### src/rtl/uart_rx_fifo_if.sv
// uart_rx_fifo_if: valid/ready read port of the UART receive FIFO.
// The master drives the head word and valid; the slave returns ready.
interface uart_rx_fifo_if #(
   parameter int unsigned DATA_BITS = 8
);
   logic [DATA_BITS-1:0] data;
   logic                 valid;
   logic                 ready;

   modport master (output data, output valid, input ready);
   modport slave  (input data, input valid, output ready);
endinterface

### src/rtl/uart_rx_fifo.sv
// uart_rx_fifo: oversampled UART receiver feeding a show-ahead FIFO with a valid/ready read side.
// Reports framing errors, parity errors and overruns as one-cycle pulses.
// Optional feature: define UART_RX_PARITY_EN to add a parity bit after the data bits
// (sense chosen by PARITY_ODD); without it parity_err is tied low.
module uart_rx_fifo #(
   parameter int unsigned CLK_HZ     = 12_500_000,
   parameter int unsigned BAUD       = 9600,
   parameter int unsigned OVERSAMPLE = 16,
   parameter int unsigned DATA_BITS  = 8,
   parameter int unsigned FIFO_DEPTH = 16,
   parameter int unsigned PARITY_ODD = 0
) (
   input  logic                        sysclk,
   input  logic                        rst_n,
   input  logic                        uart_txd_in,
   uart_rx_fifo_if.master              m,
   output logic                        frame_err,
   output logic                        parity_err,
   output logic                        overrun,
   output logic [$clog2(FIFO_DEPTH):0] fifo_level
);

   localparam int unsigned DIV   = CLK_HZ / (BAUD * OVERSAMPLE);
   localparam int unsigned DivW  = (DIV > 1) ? $clog2(DIV) : 1;
   localparam int unsigned ScW   = $clog2(OVERSAMPLE);
   localparam int unsigned BitW  = $clog2(DATA_BITS);
   localparam int unsigned AddrW = $clog2(FIFO_DEPTH);

   localparam logic [DivW-1:0] DivLast = DivW'(DIV - 1);
   localparam logic [ScW-1:0]  ScLast  = ScW'(OVERSAMPLE - 1);
   localparam logic [ScW-1:0]  ScSamp0 = ScW'(OVERSAMPLE / 2 - 1);
   localparam logic [ScW-1:0]  ScSamp1 = ScW'(OVERSAMPLE / 2);
   localparam logic [ScW-1:0]  ScDec   = ScW'(OVERSAMPLE / 2 + 1);
   localparam logic [BitW-1:0] BitLast = BitW'(DATA_BITS - 1);
   localparam logic [AddrW:0]  Full    = (AddrW + 1)'(FIFO_DEPTH);

   typedef enum logic [2:0] {
      StIdle,
      StStart,
      StData,
      StParity,
      StStop,
      StBreak
   } state_e;

`ifdef UART_RX_PARITY_EN
   localparam state_e AfterData = StParity;
`else
   localparam state_e AfterData = StStop;
`endif

   // ---------------------------------------------------------------- synchroniser
   logic rx_meta_q, rxs;

   // Two-flop synchroniser; resets high so reset release never looks like a start bit
   always_ff @(posedge sysclk or negedge rst_n) begin
      if (!rst_n) begin
         rx_meta_q <= 1'b1;
         rxs       <= 1'b1;
      end else begin
         rx_meta_q <= uart_txd_in;
         rxs       <= rx_meta_q;
      end
   end

   // ---------------------------------------------------------------- tick generator
   logic [DivW-1:0] div_q;
   logic            tick;

   assign tick = (div_q == DivLast);

   // Free-running oversample divider, never realigned to the frame
   always_ff @(posedge sysclk or negedge rst_n) begin
      if (!rst_n) begin
         div_q <= '0;
      end else if (tick) begin
         div_q <= '0;
      end else begin
         div_q <= div_q + 1'b1;
      end
   end

   // ---------------------------------------------------------------- receive FSM
   state_e               state_q;
   logic [ScW-1:0]       sc_q;
   logic [ScW-1:0]       sc_inc;
   logic [BitW-1:0]      bit_q;
   logic [DATA_BITS-1:0] shreg_q;
   logic                 samp0_q, samp1_q;
   logic                 push_q;
   logic                 vote, decide;
`ifdef UART_RX_PARITY_EN
   logic                 perr_q;
`endif

   assign sc_inc = (sc_q == ScLast) ? '0 : sc_q + 1'b1;
   assign decide = tick && (sc_q == ScDec);
   // Majority of the two stored samples and the live one taken at the decision tick
   assign vote   = (samp0_q & samp1_q) | (samp0_q & rxs) | (samp1_q & rxs);

   // Frame state machine; bit periods end on sc wrap so each new state starts at sc = 0
   always_ff @(posedge sysclk or negedge rst_n) begin
      if (!rst_n) begin
         state_q   <= StIdle;
         sc_q      <= '0;
         bit_q     <= '0;
         shreg_q   <= '0;
         samp0_q   <= 1'b1;
         samp1_q   <= 1'b1;
         push_q    <= 1'b0;
         frame_err <= 1'b0;
`ifdef UART_RX_PARITY_EN
         perr_q     <= 1'b0;
         parity_err <= 1'b0;
`endif
      end else begin
         push_q    <= 1'b0;
         frame_err <= 1'b0;
`ifdef UART_RX_PARITY_EN
         parity_err <= 1'b0;
`endif
         if (tick && sc_q == ScSamp0) samp0_q <= rxs;
         if (tick && sc_q == ScSamp1) samp1_q <= rxs;

         case (state_q)
            StIdle: begin
               sc_q <= '0;
               if (!rxs) state_q <= StStart;
            end
            StStart: begin
               if (tick) begin
                  sc_q <= sc_inc;
                  if (decide && vote) begin
                     // Start bit did not hold low to mid-bit: treat as a glitch
                     state_q <= StIdle;
                     sc_q    <= '0;
                  end else if (sc_q == ScLast) begin
                     state_q <= StData;
                     bit_q   <= '0;
                  end
               end
            end
            StData: begin
               if (tick) begin
                  sc_q <= sc_inc;
                  if (decide) shreg_q <= {vote, shreg_q[DATA_BITS-1:1]};
                  if (sc_q == ScLast) begin
                     if (bit_q == BitLast) state_q <= AfterData;
                     else                  bit_q   <= bit_q + 1'b1;
                  end
               end
            end
`ifdef UART_RX_PARITY_EN
            StParity: begin
               if (tick) begin
                  sc_q <= sc_inc;
                  if (decide) perr_q <= ((^shreg_q) ^ vote) != PARITY_ODD[0];
                  if (sc_q == ScLast) state_q <= StStop;
               end
            end
`endif
            StStop: begin
               if (tick) begin
                  sc_q <= sc_inc;
                  if (decide) begin
                     // Leave mid-stop so a back-to-back start edge is not missed
                     sc_q <= '0;
                     if (!vote) begin
                        frame_err <= 1'b1;
                        state_q   <= StBreak;
`ifdef UART_RX_PARITY_EN
                     end else if (perr_q) begin
                        parity_err <= 1'b1;
                        state_q    <= StIdle;
`endif
                     end else begin
                        push_q  <= 1'b1;
                        state_q <= StIdle;
                     end
                  end
               end
            end
            StBreak: begin
               sc_q <= '0;
               if (rxs) state_q <= StIdle;
            end
            default: begin
               state_q <= StIdle;
               sc_q    <= '0;
            end
         endcase
      end
   end

`ifndef UART_RX_PARITY_EN
   // PARITY_ODD has no meaning without a parity bit
   assign parity_err = 1'b0 & PARITY_ODD[0];
`endif

   // ---------------------------------------------------------------- output FIFO
   logic [DATA_BITS-1:0] mem_q [FIFO_DEPTH];
   logic [AddrW-1:0]     wr_ptr_q, rd_ptr_q;
   logic [AddrW:0]       count_q;
   logic                 empty, full, pop, push;

   assign empty = (count_q == '0);
   assign full  = (count_q == Full);
   assign pop   = m.ready && !empty;
   assign push  = push_q && (!full || pop);

   // Storage array; contents are don't-care until written
   always_ff @(posedge sysclk) begin
      if (push) mem_q[wr_ptr_q] <= shreg_q;
   end

   // Pointers, occupancy and overrun pulse; pointers wrap since depth is a power of two
   always_ff @(posedge sysclk or negedge rst_n) begin
      if (!rst_n) begin
         wr_ptr_q <= '0;
         rd_ptr_q <= '0;
         count_q  <= '0;
         overrun  <= 1'b0;
      end else begin
         overrun <= push_q && !push;
         if (push) wr_ptr_q <= wr_ptr_q + 1'b1;
         if (pop)  rd_ptr_q <= rd_ptr_q + 1'b1;
         case ({push, pop})
            2'b10:   count_q <= count_q + 1'b1;
            2'b01:   count_q <= count_q - 1'b1;
            default: count_q <= count_q;
         endcase
      end
   end

   assign m.valid    = !empty;
   assign m.data     = empty ? '0 : mem_q[rd_ptr_q];
   assign fifo_level = count_q;

endmodule

### src/flat_wrapper.sv
// flat-port wrapper written by rule: the top's interface ports become plain ports
module uart_rx_fifo_flat 
#(
   parameter int unsigned CLK_HZ     = 12_500_000,
   parameter int unsigned BAUD       = 9600,
   parameter int unsigned OVERSAMPLE = 16,
   parameter int unsigned DATA_BITS  = 8,
   parameter int unsigned FIFO_DEPTH = 16,
   parameter int unsigned PARITY_ODD = 0
)
  (sysclk, rst_n, uart_txd_in, frame_err, parity_err, overrun, fifo_level, m_data, m_valid, m_ready);
  uart_rx_fifo_if #(.DATA_BITS(DATA_BITS)) m_i ();
  input  logic sysclk;
  input  logic rst_n;
  input  logic uart_txd_in;
  output logic frame_err;
  output logic parity_err;
  output logic overrun;
  output logic [$clog2(FIFO_DEPTH):0] fifo_level;
  output wire logic [$bits(m_i.data)-1:0] m_data;
  output wire logic [$bits(m_i.valid)-1:0] m_valid;
  input wire logic [$bits(m_i.ready)-1:0] m_ready;
  assign m_data = m_i.data;
  assign m_valid = m_i.valid;
  assign m_i.ready = m_ready;
  uart_rx_fifo #(.CLK_HZ(CLK_HZ), .BAUD(BAUD), .OVERSAMPLE(OVERSAMPLE), .DATA_BITS(DATA_BITS), .FIFO_DEPTH(FIFO_DEPTH), .PARITY_ODD(PARITY_ODD)) u_core (.sysclk(sysclk), .rst_n(rst_n), .uart_txd_in(uart_txd_in), .m(m_i), .frame_err(frame_err), .parity_err(parity_err), .overrun(overrun), .fifo_level(fifo_level));
endmodule
### config.mk
export PLATFORM = sky130hd
export DESIGN_NAME = uart_rx_fifo_flat
export DESIGN_NICKNAME = d
export VERILOG_FILES = /design/src/rtl/uart_rx_fifo_if.sv /design/src/rtl/uart_rx_fifo.sv /design/src/flat_wrapper.sv
export SDC_FILE = /design/constraint.sdc
export NUM_CORES = 1
export LEC_CHECK = 0
export CAP_MARGIN = 5
export CORE_UTILIZATION = 40
export CTS_CLUSTER_DIAMETER = 150
export DETAILED_ROUTE_END_ITERATION = 8
export RECOVER_POWER = 25
export SLEW_MARGIN = 10
export SYNTH_ARGS = -nofsm -noshare
export SYNTH_HDL_FRONTEND = slang
export SYNTH_SLANG_ARGS = --single-unit
### constraint.sdc
create_clock -name sysclk -period 4.85 [get_ports sysclk]
set_clock_uncertainty 0.15 [all_clocks]
set_input_delay 1.455 -clock sysclk [delete_from_list [all_inputs] [get_ports sysclk]]
set_output_delay 1.455 -clock sysclk [all_outputs]
set_load 0.005 [all_outputs]
# Word level (Yosys, flattened, before mapping)

Memories as Yosys holds them, arrays and structs flattened.
Index checks and enable logic that the tools add are counted.
Widths: inputs -> output; s select.

Flip-flop bits (word level): 45
RAM bits: 128
Input port bits: 4
Output and inout port bits: 17
Logic and storage cells: 111
Memories kept: 1

Memory list:

| name         | words | bits a word | read ports | clocked after Yosys merged registers in | write ports | RTL line            | text |
|---|---|---|---|---|---|---|---|
| u_core.mem_q | 16    | 8           | 1          | 0                                       | 1           | uart_rx_fifo.sv:201 | `logic [DATA_BITS-1:0] mem_q [FIFO_DEPTH];` |

Add/sub/neg operators: 7
Equal/unequal tests: 25
Muxes and demuxes: 39
Bitwise gates (word level): 5
Reductions and logical operators: 19

Operators by type and width:

| operator            | number |
|---|---|
| $mux 3              | 17 |
| $mux 4              | 6 |
| $ne 2x1->1 const B  | 8 |
| $pmux 3 s5          | 1 |
| $add 4x1->4 const B | 3 |
| $eq 4x4->1 const B  | 3 |
| $pmux 4 s3          | 1 |
| $mux 1              | 10 |
| $pmux 5 s2          | 1 |
| $eq 3x3->1 const B  | 3 |
| $reduce_and 9->1    | 1 |
| $mux 8              | 1 |
| $add 7x1->7 const B | 1 |
| $eq 7x7->1 const B  | 1 |
| $logic_and 1x1->1   | 7 |
| $mux 7              | 1 |
| $reduce_and 7->1    | 1 |
| $ne 2x2->1 const B  | 3 |
| $pmux 3 s2          | 1 |
| $reduce_and 3->1    | 2 |
| $add 5x1->5 const B | 1 |
| $eq 5x5->1 const B  | 1 |
| $logic_not 5->1     | 1 |
| $sub 5x1->5 const B | 1 |
| other kinds (13)    | 19 |

# Longest topological paths before layout

Depth in word-level cells: 7
Depth in mapped cells: 9

# Least setup slack after synthesis

No wires, ideal clock.

Path type: reg-to-output
From: register u_core.rd_ptr_q[1]
To: output port m_data[5]
Arrival: 1.834 ns
Required time: 3.245 ns
Setup slack: 1.411 ns
Stages on the path, launching flop included: 6
Path buffers: 2
Cells stage by stage: dfrtp_1 -> clkbuf_1 -> buf_1 -> mux4_2 -> mux4_2 -> nor2b_1

Cells in the longest elaborated chain, start to end: 2

RTL lines:

| element                | RTL line            | text |
|---|---|---|
| from (decl)            | uart_rx_fifo.sv:202 | `logic [AddrW-1:0] wr_ptr_q, rd_ptr_q;` |
| from (signal assigned) | uart_rx_fifo.sv:226 | `if (pop) rd_ptr_q <= rd_ptr_q + 1'b1;` |
| $mem_v2 16x8           | -                   |  |
| $mux 8                 | uart_rx_fifo.sv:236 | `assign m.data = empty ? '0 : mem_q[rd_ptr_q];` |
| to (decl)              | flat_wrapper.sv:20  | `output wire logic [$bits(m_i.data)-1:0] m_data;` |

Every way passes these cells.

# Worst setup path after layout

From: register u_core.rd_ptr_q[0]
To: output port m_data[7]

Same word-level chain as after synthesis.

==> qor.json <==
{
  "gpl.final_weighted_congestion": 0.747,
  "drt_wl_total_um": 13600,
  "groute.usage.overall_pct": 16.1,
  "cts.repair_timing.setup_buffer_count": 0,
  "dr_drc_count": 0,
  "start_util_pct": 41.6,
  "ys_ff_latch": 173,
  "chipWidth_um": 137,
  "actual_transition_at_the_worst_max_transition_pin_ps": 992,
  "drive_gt1_share_pct": 22.8,
  "final.setup.worst_slack_ps": 225,
  "ys_async_sr_fraction_pct": 26.0,
  "mappedNetlistArea_um2": 7290,
  "globalRouteOverflowTotal": 0,
  "fp-row-count": 48,
  "cp-end-kind": "output port",
  "grt_pass1_wl_um": 21600,
  "fin_total_pwr_w": 0.00346,
  "worst_path_most_repeated_cell": "sky130_fd_sc_hd__mux4_2",
  "relSlewSlack_pct": 33.9,
  "min-delay-path-class": "reg -> reg",
  "grt_max_degree": 46,
  "ant_nets": 0,
  "hold_viol": 0,
  "core_area_um2": 17500,
  "post_synth_fa_ha_maj_area_fraction_pct": 2.99,
  "n_antenna_cell": 0,
  "setup_viol": 0,
  "yosys-mux-area-fraction_pct": 14.9,
  "wl_cell_um": 19.6,
  "nNetsFinal": 477,
  "cts.clk_slew.worst_paths_ps": 60,
  "post_synth_inst_count": 424,
  "unique_cell_type_count_in_the_yosys_netlist": 51,
  "syn_nets": 444,
  "layout.cells.most_common": "sky130_fd_sc_hd__edfxtp_1",
  "root_buffer": "sky130_fd_sc_hd__clkbuf_16",
  "critical_path_required_ps": 3240,
  "synthToLayoutAreaGrowth_pct": 13.8,
  "synth-warning-count": 0,
  "cp_data_arrival_time_ps": 3020,
  "synth-seq-area-share_pct": 68.3,
  "route.vias.total": 3701,
  "worstSetupStartpointType": "flop",
  "die_area_um2": 18800,
  "floorplan.die.height_um": 137,
  "timing_worst_setup_path_type": "reg -> out",
  "post_synth_xor_area_fraction_pct": 1.92,
  "maximum_level_of_the_cts_h_tree": 4,
  "synth_compound_gate_area_share_pct": 2.40,
  "num-fill-cells": 1466,
  "place_worst_setup_slack_ps": 617,
  "via_count_of_the_first_global_routing_pass": 3776,
  "timing.final.crit_share_pct": 95.4,
  "post_synth_and_or_nand_nor_area_fraction_pct": 7.26,
  "irDropWorstVdd_mv": 0.259,
  "cts.hold.buffers_added": 0,
  "most_frequent_cells_in_the_layout": "sky130_fd_sc_hd__edfxtp_1, sky130_fd_sc_hd__mux4_2, sky130_fd_sc_hd__dfrtp_1",
  "maxSlewViolCount": 0,
  "cts_num_sinks": 173,
  "fmax_ghz": 0.216,
  "cts_resized": 0,
  "largest_family_of_logic_cells_by_synthesized_area": "multiplexers",
  "min_period_ps": 4620,
  "primary_flip_flop_cell_chosen_by_synthesis_mapping": "sky130_fd_sc_hd__edfxtp_1",
  "leak_nw": 3.25,
  "cp_max_delay_cell": "sky130_fd_sc_hd__dfrtp_2",
  "outcome": "finished clean",
  "setup_repair_after_global_routing_missed_its_margin": "no",
  "detailedPlacementHpwl_um": 8910,
  "drv_cap": 0,
  "post_synth.cell_area_avg_um2": 17.2,
  "power-per-cell-area_nw_per_um2": 417,
  "tritoncts": "yes",
  "io_buffer_count": 19,
  "drtIter0Drc": 261,
  "tritoncts.num_buffers": 17,
  "clock_latency_ps": 420,
  "critical_path.max_fanout": 17,
  "timing.critical_path.cells": "buf_12 -> mux4_2 -> mux4_2 -> nor2b_1 -> clkdlybuf4s50_1",
  "critical-path-max-stage-delay_ps": 680,
  "detail_route.first_pass.iterations": 4,
  "synth_edf_count": 128,
  "routed_via_density": 5.33,
  "design.portCount": 21,
  "number_of_antenna_violations_at_the_first_check_in_global_routing": 0,
  "fin_tns_setup_ps": 0,
  "cts.path.max_buffers": 2
}
==> final cells by class <==
class	count	area, µm²	area share [%]
Clock buffer	20	437	5.26
Sequential cell	173	4980	60.0
Inverter	15	56.3	0.679
Clock inverter	12	98.8	1.19
Timing Repair Buffer	32	295	3.56
Multi-Input combinational cell	218	2150	25.9
Tap cell	225	282	3.39
==> stage by stage <==
stage | cell area, µm² | std cells | util [%] | hold slack (ps)
after detailed placement | 7760 | 663 | 44.2 | 200
after floorplan | 7290 | 424 | - | 195
after global placement | 7760 | 663 | 44.2 | 195
after global routing | 8300 | 695 | 47.3 | 213
final | 8300 | 695 | 47.3 | 207
after CTS | 8300 | 695 | 47.3 | 209
==> metal layers <==
layer / vias to the layer above / global-route usage (%) / part of all wire (%)
met5: - / 0 / 0
met4: 0 / 5.86 / 1.5
met3: 18 / 3.33 / 3.8
met2: 87 / 25.9 / 49
met1: 1909 / 21.6 / 46
li1: 1687 / - / -
==> registers in the layout, summed over array words and instances (netlist names), 3 cells and up <==
| name | flops |
|---|---|
| u_core.sc_q | 4 |
| u_core.rd_ptr_q | 4 |
| u_core.fifo_level | 5 |
| u_core.mem_q | 128 |
| u_core.state_q | 3 |
| u_core.bit_q | 3 |
| u_core.div_q | 7 |
| u_core.shreg_q | 8 |
| u_core.wr_ptr_q | 4 |
==> critical path, delay by kind of cell, from the launching register on <==
family	cells	cell delay, ps
muxes	2	1030
and+or+nand+nor	1	150
DFF	1	680
buffers and inverters	2	730
==> final timing paths <==
check | to | slack, ps | startpoint | depth (start not counted)
setup / recovery | m_data[7] | 230 | u_core.rd_ptr_q[0] | 5
hold / removal | u_core.rxs | 210 | u_core.rx_meta_q | 0
setup reg to reg | u_core.fifo_level[4] | 1870 | u_core.fifo_level[1] | 9
hold reg to reg | u_core.rxs | 210 | u_core.rx_meta_q | 0
max in group asynchronous | u_core.rd_ptr_q[0] | 2820 | rst_n | 1
min in group asynchronous | u_core.state_q[1] | 1050 | rst_n | 1
==> cell families (layout without fill, tap and decap cells) <==
| group | count (synthesis) | count (layout) |
|---|---|---|
| compound gates | 28 | 28 |
| simple gates | 100 | 100 |
| xor+xnor | 16 | 16 |
| buf+inv | 33 | 79 |
| flops | 173 | 173 |
| mux | 56 | 56 |
| other cells | 1 | 1 |
| fa+ha+maj | 17 | 17 |
==> power breakdown <==
group / internal [W] / switching (W) / total [W]
clock network: 0.000700 / 0.000529 / 0.00123
logic: 0.000285 / 0.000223 / 0.000507
registers: 0.00162 / 0.000111 / 0.00173
==> synthesized netlist by cell type, types with 2 or more instances <==
master                       n  area [µm²]
sky130_fd_sc_hd__a21o_1      3        22.5
sky130_fd_sc_hd__nor2b_1    11        68.8
sky130_fd_sc_hd__nand2b_1    5        31.3
sky130_fd_sc_hd__buf_1       3        11.3
sky130_fd_sc_hd__nor3_1      9        45.0
sky130_fd_sc_hd__o21ai_0     6        30.0
sky130_fd_sc_hd__nand2_1    22        82.6
sky130_fd_sc_hd__edfxtp_1  128        3840
sky130_fd_sc_hd__dfstp_2     4         105
sky130_fd_sc_hd__ha_1       15         188
sky130_fd_sc_hd__dfrtp_1    41        1030
sky130_fd_sc_hd__nand4_1     2        12.5
sky130_fd_sc_hd__a21oi_1     9        45.0
sky130_fd_sc_hd__a31oi_1     3        18.8
sky130_fd_sc_hd__mux2_2     11         124
sky130_fd_sc_hd__nand3_1     7        35.0
sky130_fd_sc_hd__nor2_1     22        82.6
sky130_fd_sc_hd__and3_1      4        25.0
sky130_fd_sc_hd__nand4b_1    2        17.5
sky130_fd_sc_hd__clkbuf_1    7        26.3
sky130_fd_sc_hd__buf_2       3        15.0
sky130_fd_sc_hd__mux2i_1     3        30.0
sky130_fd_sc_hd__buf_6       4        45.0
sky130_fd_sc_hd__mux4_2     40         901
sky130_fd_sc_hd__mux2_4      2        30.0
sky130_fd_sc_hd__inv_1      15        56.3
sky130_fd_sc_hd__and2_1      3        18.8
sky130_fd_sc_hd__xor2_1      2        17.5
sky130_fd_sc_hd__xnor2_1    14         123
sky130_fd_sc_hd__nor2_2      2        12.5
sky130_fd_sc_hd__o211ai_1    2        15.0
Power figures use the tool's default switching activity.
